<file path="src/rtl/alu_pkg.sv">
// Shared definitions for the sequential ALU: opcodes, flag bit positions,
// control FSM states and a flag-packing helper.
package alu_pkg;

    localparam int OC_WIDTH = 3;

    localparam logic [OC_WIDTH-1:0] OC_SHL = 3'b000;
    localparam logic [OC_WIDTH-1:0] OC_XOR = 3'b001;
    localparam logic [OC_WIDTH-1:0] OC_AND = 3'b010;
    localparam logic [OC_WIDTH-1:0] OC_OR  = 3'b011;
    localparam logic [OC_WIDTH-1:0] OC_ADD = 3'b100;
    localparam logic [OC_WIDTH-1:0] OC_ADC = 3'b101;
    localparam logic [OC_WIDTH-1:0] OC_SUB = 3'b110;
    localparam logic [OC_WIDTH-1:0] OC_SBC = 3'b111;

    localparam int FLAG_Z = 3;
    localparam int FLAG_C = 2;
    localparam int FLAG_N = 1;
    localparam int FLAG_V = 0;

    typedef enum logic [1:0] {
        ST_IDLE  = 2'd0,
        ST_SHIFT = 2'd1,
        ST_DONE  = 2'd2
    } state_t;

    function automatic logic [3:0] pack_flags(input logic z, input logic c,
                                              input logic n, input logic v);
        logic [3:0] f;
        f         = '0;
        f[FLAG_Z] = z;
        f[FLAG_C] = c;
        f[FLAG_N] = n;
        f[FLAG_V] = v;
        return f;
    endfunction

endpackage

</file>
<file path="src/rtl/carry_ripple_adder.sv">
// Plain ripple-carry adder: s_o = a_i + b_i + c_i, carry-out on c_o.
module carry_ripple_adder #(
    parameter int CRA_BIT_NUMB = 4
) (
    input  logic [CRA_BIT_NUMB-1:0] a_i,
    input  logic [CRA_BIT_NUMB-1:0] b_i,
    input  logic                    c_i,
    output logic [CRA_BIT_NUMB-1:0] s_o,
    output logic                    c_o
);

    logic [CRA_BIT_NUMB:0] w_c;

    assign w_c[0] = c_i;

    genvar gi;
    generate
        for (gi = 0; gi < CRA_BIT_NUMB; gi++) begin : g_bit
            assign s_o[gi]    = a_i[gi] ^ b_i[gi] ^ w_c[gi];
            assign w_c[gi+1]  = (a_i[gi] & b_i[gi]) | (w_c[gi] & (a_i[gi] ^ b_i[gi]));
        end
    endgenerate

    assign c_o = w_c[CRA_BIT_NUMB];

endmodule

</file>
<file path="src/rtl/seq_alu.sv">
// Registered ALU with valid/ready request handshake, persistent ZCNV flags,
// carry-chained ADC/SBC and an iterative one-bit-per-cycle left shift.
module seq_alu
    import alu_pkg::*;
#(
    parameter int WIDTH       = 4,
    parameter int SHAMT_WIDTH = $clog2(WIDTH)
) (
    input  logic             clk_i,
    input  logic             rst_n_i,
    input  logic             valid_i,
    output logic             ready_o,
    input  logic [WIDTH-1:0] a_i,
    input  logic [WIDTH-1:0] b_i,
    input  logic [2:0]       oc_i,
    output logic [WIDTH-1:0] result_o,
    output logic             valid_o,
    output logic [3:0]       flags_o
);

    state_t                 r_state, w_next;
    logic [WIDTH-1:0]       r_result, r_work;
    logic [3:0]             r_flags;
    logic [SHAMT_WIDTH-1:0] r_cnt;

    logic [WIDTH-1:0]       w_b_eff, w_sum, w_res, w_sh;
    logic [SHAMT_WIDTH-1:0] w_shamt;
    logic                   w_cin, w_cout, w_c, w_v, w_accept, w_long_shl;

    assign w_shamt    = b_i[SHAMT_WIDTH-1:0];
    assign w_accept   = valid_i && (r_state == ST_IDLE);
    assign w_long_shl = (oc_i == OC_SHL) && (w_shamt != '0);
    assign w_sh       = {r_work[WIDTH-2:0], 1'b0};

    // oc[1] selects subtraction (invert B); oc[0] selects the stored carry as carry-in.
    assign w_b_eff = oc_i[1] ? ~b_i : b_i;
    assign w_cin   = oc_i[0] ? r_flags[FLAG_C] : oc_i[1];

    carry_ripple_adder #(
        .CRA_BIT_NUMB (WIDTH)
    ) u_cra (
        .a_i (a_i),
        .b_i (w_b_eff),
        .c_i (w_cin),
        .s_o (w_sum),
        .c_o (w_cout)
    );

    always_comb begin
        w_res = '0;
        w_c   = r_flags[FLAG_C];
        w_v   = 1'b0;
        case (oc_i)
            OC_SHL: begin
                w_res = a_i;
                w_c   = 1'b0;
            end
            OC_XOR: w_res = a_i ^ b_i;
            OC_AND: w_res = a_i & b_i;
            OC_OR:  w_res = a_i | b_i;
            default: begin
                w_res = w_sum;
                w_c   = w_cout;
                w_v   = (a_i[WIDTH-1] == w_b_eff[WIDTH-1]) && (w_sum[WIDTH-1] != a_i[WIDTH-1]);
            end
        endcase
    end

    always_ff @(posedge clk_i or negedge rst_n_i) begin
        if (!rst_n_i) r_state <= ST_IDLE;
        else          r_state <= w_next;
    end

    always_comb begin
        w_next = r_state;
        case (r_state)
            ST_IDLE:  if (w_accept) w_next = w_long_shl ? ST_SHIFT : ST_DONE;
            ST_SHIFT: if (r_cnt == SHAMT_WIDTH'(1)) w_next = ST_DONE;
            ST_DONE:  w_next = ST_IDLE;
            default:  w_next = ST_IDLE;
        endcase
    end

    always_ff @(posedge clk_i or negedge rst_n_i) begin
        if (!rst_n_i) begin
            r_result <= '0;
            r_flags  <= '0;
            r_work   <= '0;
            r_cnt    <= '0;
        end else begin
            case (r_state)
                ST_IDLE: begin
                    if (w_accept && w_long_shl) begin
                        r_work <= a_i;
                        r_cnt  <= w_shamt;
                    end else if (w_accept) begin
                        r_result <= w_res;
                        r_flags  <= pack_flags(w_res == '0, w_c, w_res[WIDTH-1], w_v);
                    end
                end
                ST_SHIFT: begin
                    r_work <= w_sh;
                    r_cnt  <= r_cnt - SHAMT_WIDTH'(1);
                    // Visible state only changes with the final shift.
                    if (r_cnt == SHAMT_WIDTH'(1)) begin
                        r_result <= w_sh;
                        r_flags  <= pack_flags(w_sh == '0, r_work[WIDTH-1], w_sh[WIDTH-1], 1'b0);
                    end
                end
                default: ;
            endcase
        end
    end

    assign ready_o  = (r_state == ST_IDLE);
    assign valid_o  = (r_state == ST_DONE);
    assign result_o = r_result;
    assign flags_o  = r_flags;

endmodule
</file>
<file path="config.mk">
export PLATFORM = sky130hd
export DESIGN_NAME = seq_alu
export DESIGN_NICKNAME = d
export VERILOG_FILES = /design/src/rtl/alu_pkg.sv /design/src/rtl/carry_ripple_adder.sv /design/src/rtl/seq_alu.sv
export SDC_FILE = /design/constraint.sdc
export NUM_CORES = 1
export LEC_CHECK = 0
export CORE_ASPECT_RATIO = 2
export CORE_MARGIN = 4
export CORE_UTILIZATION = 38
export DETAILED_ROUTE_END_ITERATION = 7
export PLACE_DENSITY_LB_ADDON = 0.25
export SETUP_SLACK_MARGIN = 0.1
export SYNTH_ARGS = -nofsm -noshare
export SYNTH_HDL_FRONTEND = slang
export SYNTH_HIERARCHICAL = 1
export SYNTH_SLANG_ARGS = --single-unit
</file>
<file path="constraint.sdc">
create_clock -name clk_i -period 3.88 [get_ports clk_i]
set_clock_uncertainty 0.2 [all_clocks]
set_input_delay 0.388 -clock clk_i [delete_from_list [all_inputs] [get_ports clk_i]]
set_output_delay 0.388 -clock clk_i [all_outputs]
set_load 0.01 [all_outputs]
</file>
Yosys cells after proc, flatten, opt, wreduce, memory -nomap -nowiden:

Cells that the tools add are included.

* register bits: 16
* input port bits: 14
* output and inout port bits: 10
* word-level logic and storage cells: 81

* add/subtract/negate cells: 1
* equality and inequality tests: 13
* multiplexer cells: 21
* bitwise gates (word level): 24
* reductions and logical operators: 16

Operator list (number)
* $mux 4: 8
* $pmux 4 s2: 3
* $pmux 4 s4: 1
* $and 1x1->1: 8
* $logic_not 4->1: 2
* $mux 2: 4
* $pmux 2 s2: 2
* $xor 1x1->1: 8
* $eq 3x2->1 const B: 2
* $ne 2x2->1 const B: 3
* $reduce_and 5->1: 1
* $and 4x4->4: 1
* $eq 2x1->1 const B: 2
* $logic_and 1x1->1: 4
* $ne 2x1->1 const B: 2
* $not 4->4: 1
* $or 1x1->1: 4
* $or 4x4->4: 1
* $reduce_and 2->1: 2
* $reduce_and 4->1: 1
* $reduce_bool 2->1: 2
* $reduce_or 4->1: 1
* $xor 4x4->4: 1
* $eq 3x1->1 const B: 1
* 9 further kinds: 10

Longest topological paths before layout:

Gate-level depths: netlist (run 1).

* word-level depth: 16
* mapped depth: 16
* gate-level depth less buffers: 14

Hierarchy:

The synthesis (run 1) kept the hierarchy.

By module, submodules not included
* seq_alu: times used 1, cells each 135, area an instance 1159.9 µm², sequential area each 375.4 µm²
* carry_ripple_adder: times used 1, cells each 14, area an instance 117.6 µm², sequential area each 0.0 µm²

Worst setup path after synthesis (run 1):

OpenSTA, ideal clock, no wires.

* path kind: input port to flip-flop
* start: input port oc_i[0]
* end: register r_flags[3] (netlist: flags_o[3])
* data arrival time: 3132 ps
* path slack: 423 ps
* stages on the path: 16
* buffers on the path: 2
* cells stage by stage: buf_2 -> buf_2 -> mux2_2 -> fa_1 -> inv_1 -> fa_1 -> inv_1 -> fa_1 -> inv_1 -> fa_1 -> inv_1 -> inv_1 -> a32oi_1 -> a32oi_1 -> a41oi_1 -> a21oi_1

* word-level cells in the longest chain between the ends: 13
* elaborated cells on any way between the ends: 24
* those cells by class: 4 x eq/ne; 5 x mux; 10 x bitwise; 5 x reduce/logical

Ends and longest elaborated chain
* start: declaration: RTL line seq_alu.sv:15 `input logic [2:0] oc_i,`
* $mux 1: RTL line seq_alu.sv:37 `assign w_cin = oc_i[0] ? r_flags[FLAG_C] : oc_i[1];`
* net w_cin: RTL line seq_alu.sv:28 `logic w_cin, w_cout, w_c, w_v, w_accept, w_long_shl;`
* $and 1x1->1: RTL line carry_ripple_adder.sv:20 `assign w_c[gi+1] = (a_i[gi] & b_i[gi]) | (w_c[gi] & (a_i[gi] ^ b_i[gi]));`
* $or 1x1->1: RTL line carry_ripple_adder.sv:20
* $and 1x1->1: RTL line carry_ripple_adder.sv:20
* $or 1x1->1: RTL line carry_ripple_adder.sv:20
* $and 1x1->1: RTL line carry_ripple_adder.sv:20
* $or 1x1->1: RTL line carry_ripple_adder.sv:20
* $xor 1x1->1: RTL line carry_ripple_adder.sv:19 `assign s_o[gi] = a_i[gi] ^ b_i[gi] ^ w_c[gi];`
* net w_sum[3]: RTL line seq_alu.sv:26 `logic [WIDTH-1:0] w_b_eff, w_sum, w_res, w_sh;`
* $pmux 4 s4: RTL line seq_alu.sv:53 `case (oc_i)`
* $logic_not 4->1: RTL line seq_alu.sv:98 `r_flags <= pack_flags(w_res == '0, w_c, w_res[WIDTH-1], w_v);`
* $mux 4: RTL line seq_alu.sv:96 `end else if (w_accept) begin`
* $mux 4: RTL line seq_alu.sv:93 `if (w_accept && w_long_shl) begin`
* $pmux 4 s2: RTL line seq_alu.sv:91 `case (r_state)`
* end signal: assignment: RTL line seq_alu.sv:98
* end signal: assignment: RTL line seq_alu.sv:107 `r_flags <= pack_flags(w_sh == '0, r_work[WIDTH-1], w_sh[WIDTH-1], 1'b0);`
* end: declaration: RTL line seq_alu.sv:23 `logic [3:0] r_flags;`

The timed path passes the listed nets, and every way through them passes these cells. The select of a mux whose other input is x is not followed.
A chain may end at the register's enable or synchronous reset.

Worst setup path in the final report (run 1):

Ends and elaborated chain as after synthesis.

==> summary.md, run 1 <==
| Metric | Value |
|---|---|
| Peak supply drop | 185 µV |
| FF+latch count, synth | 15 |
| Die Span X | 49 µm |
| Area share of the largest cell type after synthesis | 29.4% |
| Dpl ws | approximately 39 ps |
| Status | complete, no violations |
| Final Max Slew Viols | 0 |
| Pwr dens | between 400 and 500 nW/µm² |
| Vias in the first global route | around 1200 |
| Yosys cell types | 42 |
| Dominant synthesized flop cell | dfrtp_1 |
| RSZ-0062 raised after global routing | false |
| Avg WL per Cell | between 15 and 20 µm |
| Final period utilization | approximately 93% |
| PnR worst setup slack | roughly 290 ps |
| Commonest cells in the netlist | inv_1, dfrtp_1, nand2_1, nor2_1, ha_1 |
| Crit path launch type | input port |
| Slew HR | a little under three fifths |
| CP Data Arrival Time | approximately 3500 ps |
| Sequential element share of the synthesized area | 29.4% |
| Area Overhead vs Synth | 22.3% |
| Max-Cap Viols | 0 |
| TritonCTS clock tree | yes |
| Core area | roughly 3200 µm² |
| Fin Setup TNS | 0 ps |
| Yosys warns | 6 |
| Syn nets | approximately 180 |
| Post-Syn Area | 1280 µm² |
| Metal2 WL | 1630 µm |
| Final worst path period need | approximately 3600 ps |
| GPL Wtd Cong | 0.845 |
| Crit end category | flop |
| Worst hold path stage count | 2 |
| Cts repair resizes | 0 |
| Top-count cell post-synth | inv_1 |
| Full die area | approximately 4400 µm² |
| Die H | between 80 and 90 µm |
| Clock Sinks | 15 |
| Tot Pwr | between 0.7 and 0.8 mW |
| Average size of a mapped cell | approximately 8.6 µm² |
| Initial antenna violation count | 0 |
| Layout cells sized above 1 | ~7.6% |
| # IOs | 24 |
| Htree depth | 1 |
| Routed vias/inst | between 5 and 6 |
| Dominant cells by area after synthesis | dfrtp_1, ha_1, inv_1, fa_1, nand2_1 |
| FMAX | 0.278 GHz |
| All-Layer GR Usage | 14.3% |
| RR Startpoint | flags_o[2]$_DFFE_PN0P_ |
| # setup viols final | 0 |
| Global route overflow | 0 |
| Vias | roughly 1100 |
| Synth area leader | dfrtp_1 |
| Pin count of the biggest net entering global routing | 18 |
| Critical Path RT | between 3000 and 4000 ps |
| Final hold violations | 0 |
| Initial core utilization | roughly 40% |
| Hold Buf Count CTS | 0 |
| Final wirelength | between 3000 and 4000 µm |
| Top Layer Used | met4 |
| HP Start | flags_o[3]$_DFFE_PN0P_ |
| CTS max path bufs | 2 |
| CTS Root Cell | clkbuf_8 |
| Leak Pwr | approximately 0.73 nW |
| Hold Path Sink | flags_o[3]$_DFFE_PN0P_ |
| Antenna diodes | 0 |
| CP Max Fanout | 3 |
| Num CTS Buffers | 3 |
| I/O Buffers | 23 |
| Layout Cells excl Fill | around 200 |
| Clock-pin slew on the worst setup and hold paths | ~60 ps |
| Starting DRC count in detailed routing | 30 |
| DR DRC count | 0 |
| WS Path Type | in2reg |
| Dpl hpwl | roughly 2400 µm |
| Routed wl met3 | about 120 µm |
| Share of flip-flops with an asynchronous set or reset | 100% |
| FF-to-FF End | flags_o[3]$_DFFE_PN0P_ |
| Hold WC Path Type | reg2reg |
| Nets | 198 |
| Num rows | 29 |
| R2R Setup Slk | slightly below 600 ps |
| R2r worst-path depth | 14 |
| EDFF count, synth | 0 |
| Mapped Cells | between 100 and 150 |
| Slew @ Worst Pin | roughly 660 ps |
| Routed Antenna Nets | 0 |
| Skew-Pair Late Insertion Delay | 250 ps |
| Post-CTS setup buffer count | 0 |
| First-pass DRT Iterations | 4 |
| First-pass GRT wire length | approximately 5000 µm |
| Placed Cells | ~200 |
| M1 WL | between 1000 and 1500 µm |
cell type report:
class / instances / area [µm²]
fill: 319 / 1630
multi-input combinational: 100 / 757
sequential: 15 / 375
timing repair buffer: 26 / 253
inverter: 25 / 93.8
clock buffer: 4 / 45.0
tap: 31 / 38.8
registers in the layout, summed over array words and instances (netlist names):
| register | flops |
|---|---|
| r_state | 2 |
| result_o | 3 |
| flags_o | 4 |
| r_work | 4 |
| r_cnt | 2 |
power breakdown:
group          internal, mW  switching (mW)
clock                0.0728          0.0539
sequential            0.220          0.0473
combinational         0.168           0.148
total                 0.461           0.249
stage by stage:
| step | utilization, % | hold slack, ps | area, µm² |
|---|---|---|---|
| after floorplan | - | -108 | 1280 |
| after global placement | 47.5 | 302 | 1520 |
| after detailed placement | 47.5 | 305 | 1520 |
| after CTS | 48.9 | 321 | 1560 |
| after global routing | 48.9 | 345 | 1560 |
| final | 48.9 | 324 | 1560 |
layout by cell type, fill, tap and decap left out, drive strengths merged, types with 4 or more instances in the layout:
cell and count:
inv 25, fa 4, nand2 12, clkbuf 4
a21oi 8, nand2b 4, dfrtp 15, nor2b 4
nor2 11, o21ai 9, xor2 4, clkdlybuf4s50 23
ha 9
cells by family (layout without fill, tap and decap cells):
kind of cell,after synthesis,in the layout,share of synthesized area (%)
AOI/OAI and AO/OA,35,35,19.2
xor gates and xnor gates,4,4,2.74
adders and majority gates,13,13,15.1
buffers and inverters,34,55,11.4
DFF,15,15,29.4
muxes,5,5,5.19
and+or+nand+nor,43,43,17.0
worst max-delay path, stage by stage:
cell and delay, ps:
clkdlybuf4s50_1 500, mux2_2 360, fa_1 360, inv_1 80
fa_1 180, inv_1 50, fa_1 350, inv_1 70
fa_1 400, inv_1 100, inv_1 60, a32oi_1 210
a32oi_1 90, a41oi_1 220, a21oi_1 90
per-layer routing:
layer | vias up | track usage, %
met4 | 0 | 9.21
met5 | - | 0
met1 | 544 | 13.9
met2 | 31 | 26.5
met3 | 9 | 1.82
li1 | 543 | -
worst max-delay path by stage:
stage / startpoint / to / slack [ps] / cells after the start
final: oc_i[0] / flags_o[3]$_DFFE_PN0P_ / 290 / 15
after global routing: oc_i[0] / flags_o[3]$_DFFE_PN0P_ / 110 / 15
after CTS: oc_i[0] / flags_o[3]$_DFFE_PN0P_ / 290 / 15
after detailed placement: oc_i[0] / flags_o[3]$_DFFE_PN0P_ / 40 / 15
after global placement: oc_i[0] / flags_o[3]$_DFFE_PN0P_ / 130 / 15
after floorplan: oc_i[0] / flags_o[3]$_DFFE_PN0P_ / 420 / 16
No activity file was read; power rests on OpenSTA's default activity.
==> run 2: changes to the inputs <==
--- a/config.mk
+++ b/config.mk
@@ -5,8 +5,7 @@
 export SDC_FILE = /design/constraint.sdc
 export NUM_CORES = 1
 export LEC_CHECK = 0
-export CORE_ASPECT_RATIO = 2
-export CORE_MARGIN = 4
+export CORE_ASPECT_RATIO = 0.5
 export CORE_UTILIZATION = 38
 export DETAILED_ROUTE_END_ITERATION = 7
 export PLACE_DENSITY_LB_ADDON = 0.25
==> run 2 against run 1 <==
The run now ends with DRC left. Die area is 18% lower. Maximum frequency is 3.4% higher. Sequential power hardly changed. Total power is 0.90% lower. Combinational power hardly changed. First-iteration DRC count is 140% higher.
==> summary.md, run 2 (synthesis results as in run 1) <==
| Metric | Value |
|---|---|
| CTS max path bufs | 2 (unchanged) |
| Crit path launch type | input port (unchanged) |
| Switch Pwr | 0.243 mW (was 0.249 mW) |
| Fin Setup TNS | 0 ps (unchanged) |
| Final hold violations | 0 (unchanged) |
| Peak supply drop | 146 µV (was 185 µV) |
| Placed Cells | 207 (was 197) |
| First-pass GRT wire length | 4580 µm (was 5000 µm) |
| Clock-pin slew on the worst setup and hold paths | 60 ps (about the same) |
| # setup viols final | 0 (unchanged) |
| RSZ-0062 raised after global routing | false (unchanged) |
| WS Path Type | in2reg (unchanged) |
| Starting DRC count in detailed routing | 72 (was 30) |
| Area Overhead vs Synth | 23.8% (was 22.3%) |
| Dpl ws | 151 ps (was 39.5 ps) |
| Hold Buf Count CTS | 0 (unchanged) |
| Nets | 199 (was 198) |
| Layout Cells excl Fill | 211 (was 201) |
| Comb power frac | 44.5% (about the same) |
| CTS Root Cell | clkbuf_8 (unchanged) |
| PnR worst setup slack | 403 ps (was 285 ps) |
| Pwr dens | 445 nW/µm² (was 454 nW/µm²) |
| Vias in the first global route | 962 (was 1156) |
| # IOs | 24 (unchanged) |
| Final period utilization | 89.6% (was 92.7%) |
| Switching Share | 34.6% (was 35.1%) |
| CP max stage delay | 480 ps (was 500 ps) |
| TritonCTS clock tree | yes (unchanged) |
| Global route overflow | 0 (unchanged) |
| First-pass DRT Iterations | 6 (was 4) |
| Htree depth | 1 (unchanged) |
| Most used cell, CP | inv_1 (unchanged) |
| Worst hold path stage count | 1 (was 2) |
| Final Max Slew Viols | 0 (unchanged) |
| Crit end category | flop (unchanged) |
| Crit path max-delay cell type | clkdlybuf4s50_1 (unchanged) |
| Num CTS Buffers | 3 (unchanged) |
| DR DRC count | 4 (was 0) |
| Routed Antenna Nets | 0 (unchanged) |
| Skew-Pair Late Insertion Delay | 250 ps (about the same) |
| Leak Pwr | 0.733 nW (was 0.728 nW) |
| Worst path depth | 15 (unchanged) |
| Die Span X | 84.0 µm (was 49 µm) |
| Vias | 1072 (was 1127) |
| Hold WC Path Type | reg2reg (unchanged) |
| Most frequent cells in the layout | inv_1, clkdlybuf4s50_1, dfrtp_1, nand2_1, nor2_1 (unchanged) |
| Most common cell after layout, fill and taps aside | inv_1 (unchanged) |
| CP Cell Sequence | clkdlybuf4s50_1 > mux2_2 > fa_1 > inv_1 > fa_1 > inv_1 > fa_1 > inv_1 > fa_1 > inv_1 > inv_1 > a32oi_1 > a32oi_1 > a41oi_1 > a21oi_1 (unchanged) |
| Initial core utilization | 41.2% (was 40.0%) |
| Dpl hpwl | 2210 µm (was 2410 µm) |
| Initial antenna violation count | 0 (unchanged) |
| CP Data Arrival Time | 3390 ps (was 3510 ps) |
| Status | finished with violations (was complete, no violations) |
| Worst path bufs/invs | 6 (unchanged) |
| Delay-heaviest family, CP | adder cells (unchanged) |
| Cts repair resizes | 0 (unchanged) |
| Share of total power in the clock network | 18.0% (was 17.8%) |
| Slew HR | 55.5% (was 55.8%) |
| Violated checks | DRC |
| Antenna diodes | 0 (unchanged) |
| Avg WL per Cell | 12.9 µm (was 15.0 µm) |
| Seq pwr share | 37.5% (was 37.6%) |
| P_int | 0.460 mW (was 0.461 mW) |
| Routed vias/inst | 5.08 (was 5.61) |
| Worst hold margin | 304 ps (was 324 ps) |
| All-Layer GR Usage | 17.1% (was 14.3%) |
| Tot Pwr | 0.704 mW (was 0.710 mW) |
| Clock Sinks | 15 (unchanged) |
| Die H | 43 µm (was 90.0 µm) |
| Final worst path period need | 3480 ps (was 3590 ps) |
| CP Max Fanout | 3 (unchanged) |
| Post-CTS setup buffer count | 0 (unchanged) |
| R2r worst-path depth | 14 (unchanged) |
| FMAX | 0.288 GHz (was 0.278 GHz) |
| Critical Path RT | 3790 ps (about the same) |
| Final wirelength | 2720 µm (was 3020 µm) |
| Max-Cap Viols | 0 (unchanged) |
| Layout cells sized above 1 | 8.19% (was 7.65%) |
| GPL Wtd Cong | 0.820 (was 0.845) |
| Slew @ Worst Pin | 666 ps (was 661 ps) |
| Pin count of the biggest net entering global routing | 18 (unchanged) |
| Full die area | 3610 µm² (was 4410 µm²) |
| Core area | 3100 µm² (was 3190 µm²) |
| Num rows | 14 (was 29) |
| Fillers | 297 (was 319) |
| I/O Buffers | 23 (unchanged) |
==> run 2: cell types whose count changed in the layout (fill, tap and decap cells not counted), sizes merged <==
cell / before / now
buf: 3 / 4
==> run 2: final timing paths <==
kind | start | end | slack, ps
max reg2reg | flags_o[2]$_DFFE_PN0P_ | flags_o[3]$_DFFE_PN0P_ | 670
max | oc_i[0] | flags_o[3]$_DFFE_PN0P_ | 400
min in group asynchronous | rst_n_i | r_state[0]$_DFFE_PN0P_ | 350
min | result_o[1]$_DFFE_PN0P_ | result_o[1]$_DFFE_PN0P_ | 300
min reg2reg | result_o[1]$_DFFE_PN0P_ | result_o[1]$_DFFE_PN0P_ | 300
max in group asynchronous | rst_n_i | r_work[2]$_DFFE_PN0P_ | 2710
==> run 2: per-layer routing <==
layer	part of all wire (%)	GRT usage (%)
met4	0.37	3.10
met5	0	0
met2	41	23.1
met3	3.3	4.28
met1	56	26.9
==> run 2: cell type report <==
class                   instances  area, µm²  area share [%]
flip-flops and latches         15        375            23.7
well taps                      40       50.0            3.16
multi-input cells             100        757            47.9
repair buffers                 27        260            16.5
inverters                      25       93.8            5.93
clock buffers                   4       45.0            2.85
==> run 2: power groups by stage <==
stage          sequential [mW]  combinational, mW  clock, mW
5_1_grt                  0.274              0.349      0.139
3_3_place_gp             0.265              0.310          0
6_report                 0.264              0.313      0.127
4_1_cts                  0.264              0.316      0.128
3_5_place_dp             0.266              0.315          0
2_1_floorplan            0.272              0.175          0
==> run 2: stage by stage <==
step	area, µm²	util, %
floorplan	1280	-
global placement	1540	49.6
detailed placement	1540	49.6
CTS	1580	51.0
global route	1580	51.0
finish	1580	51.0
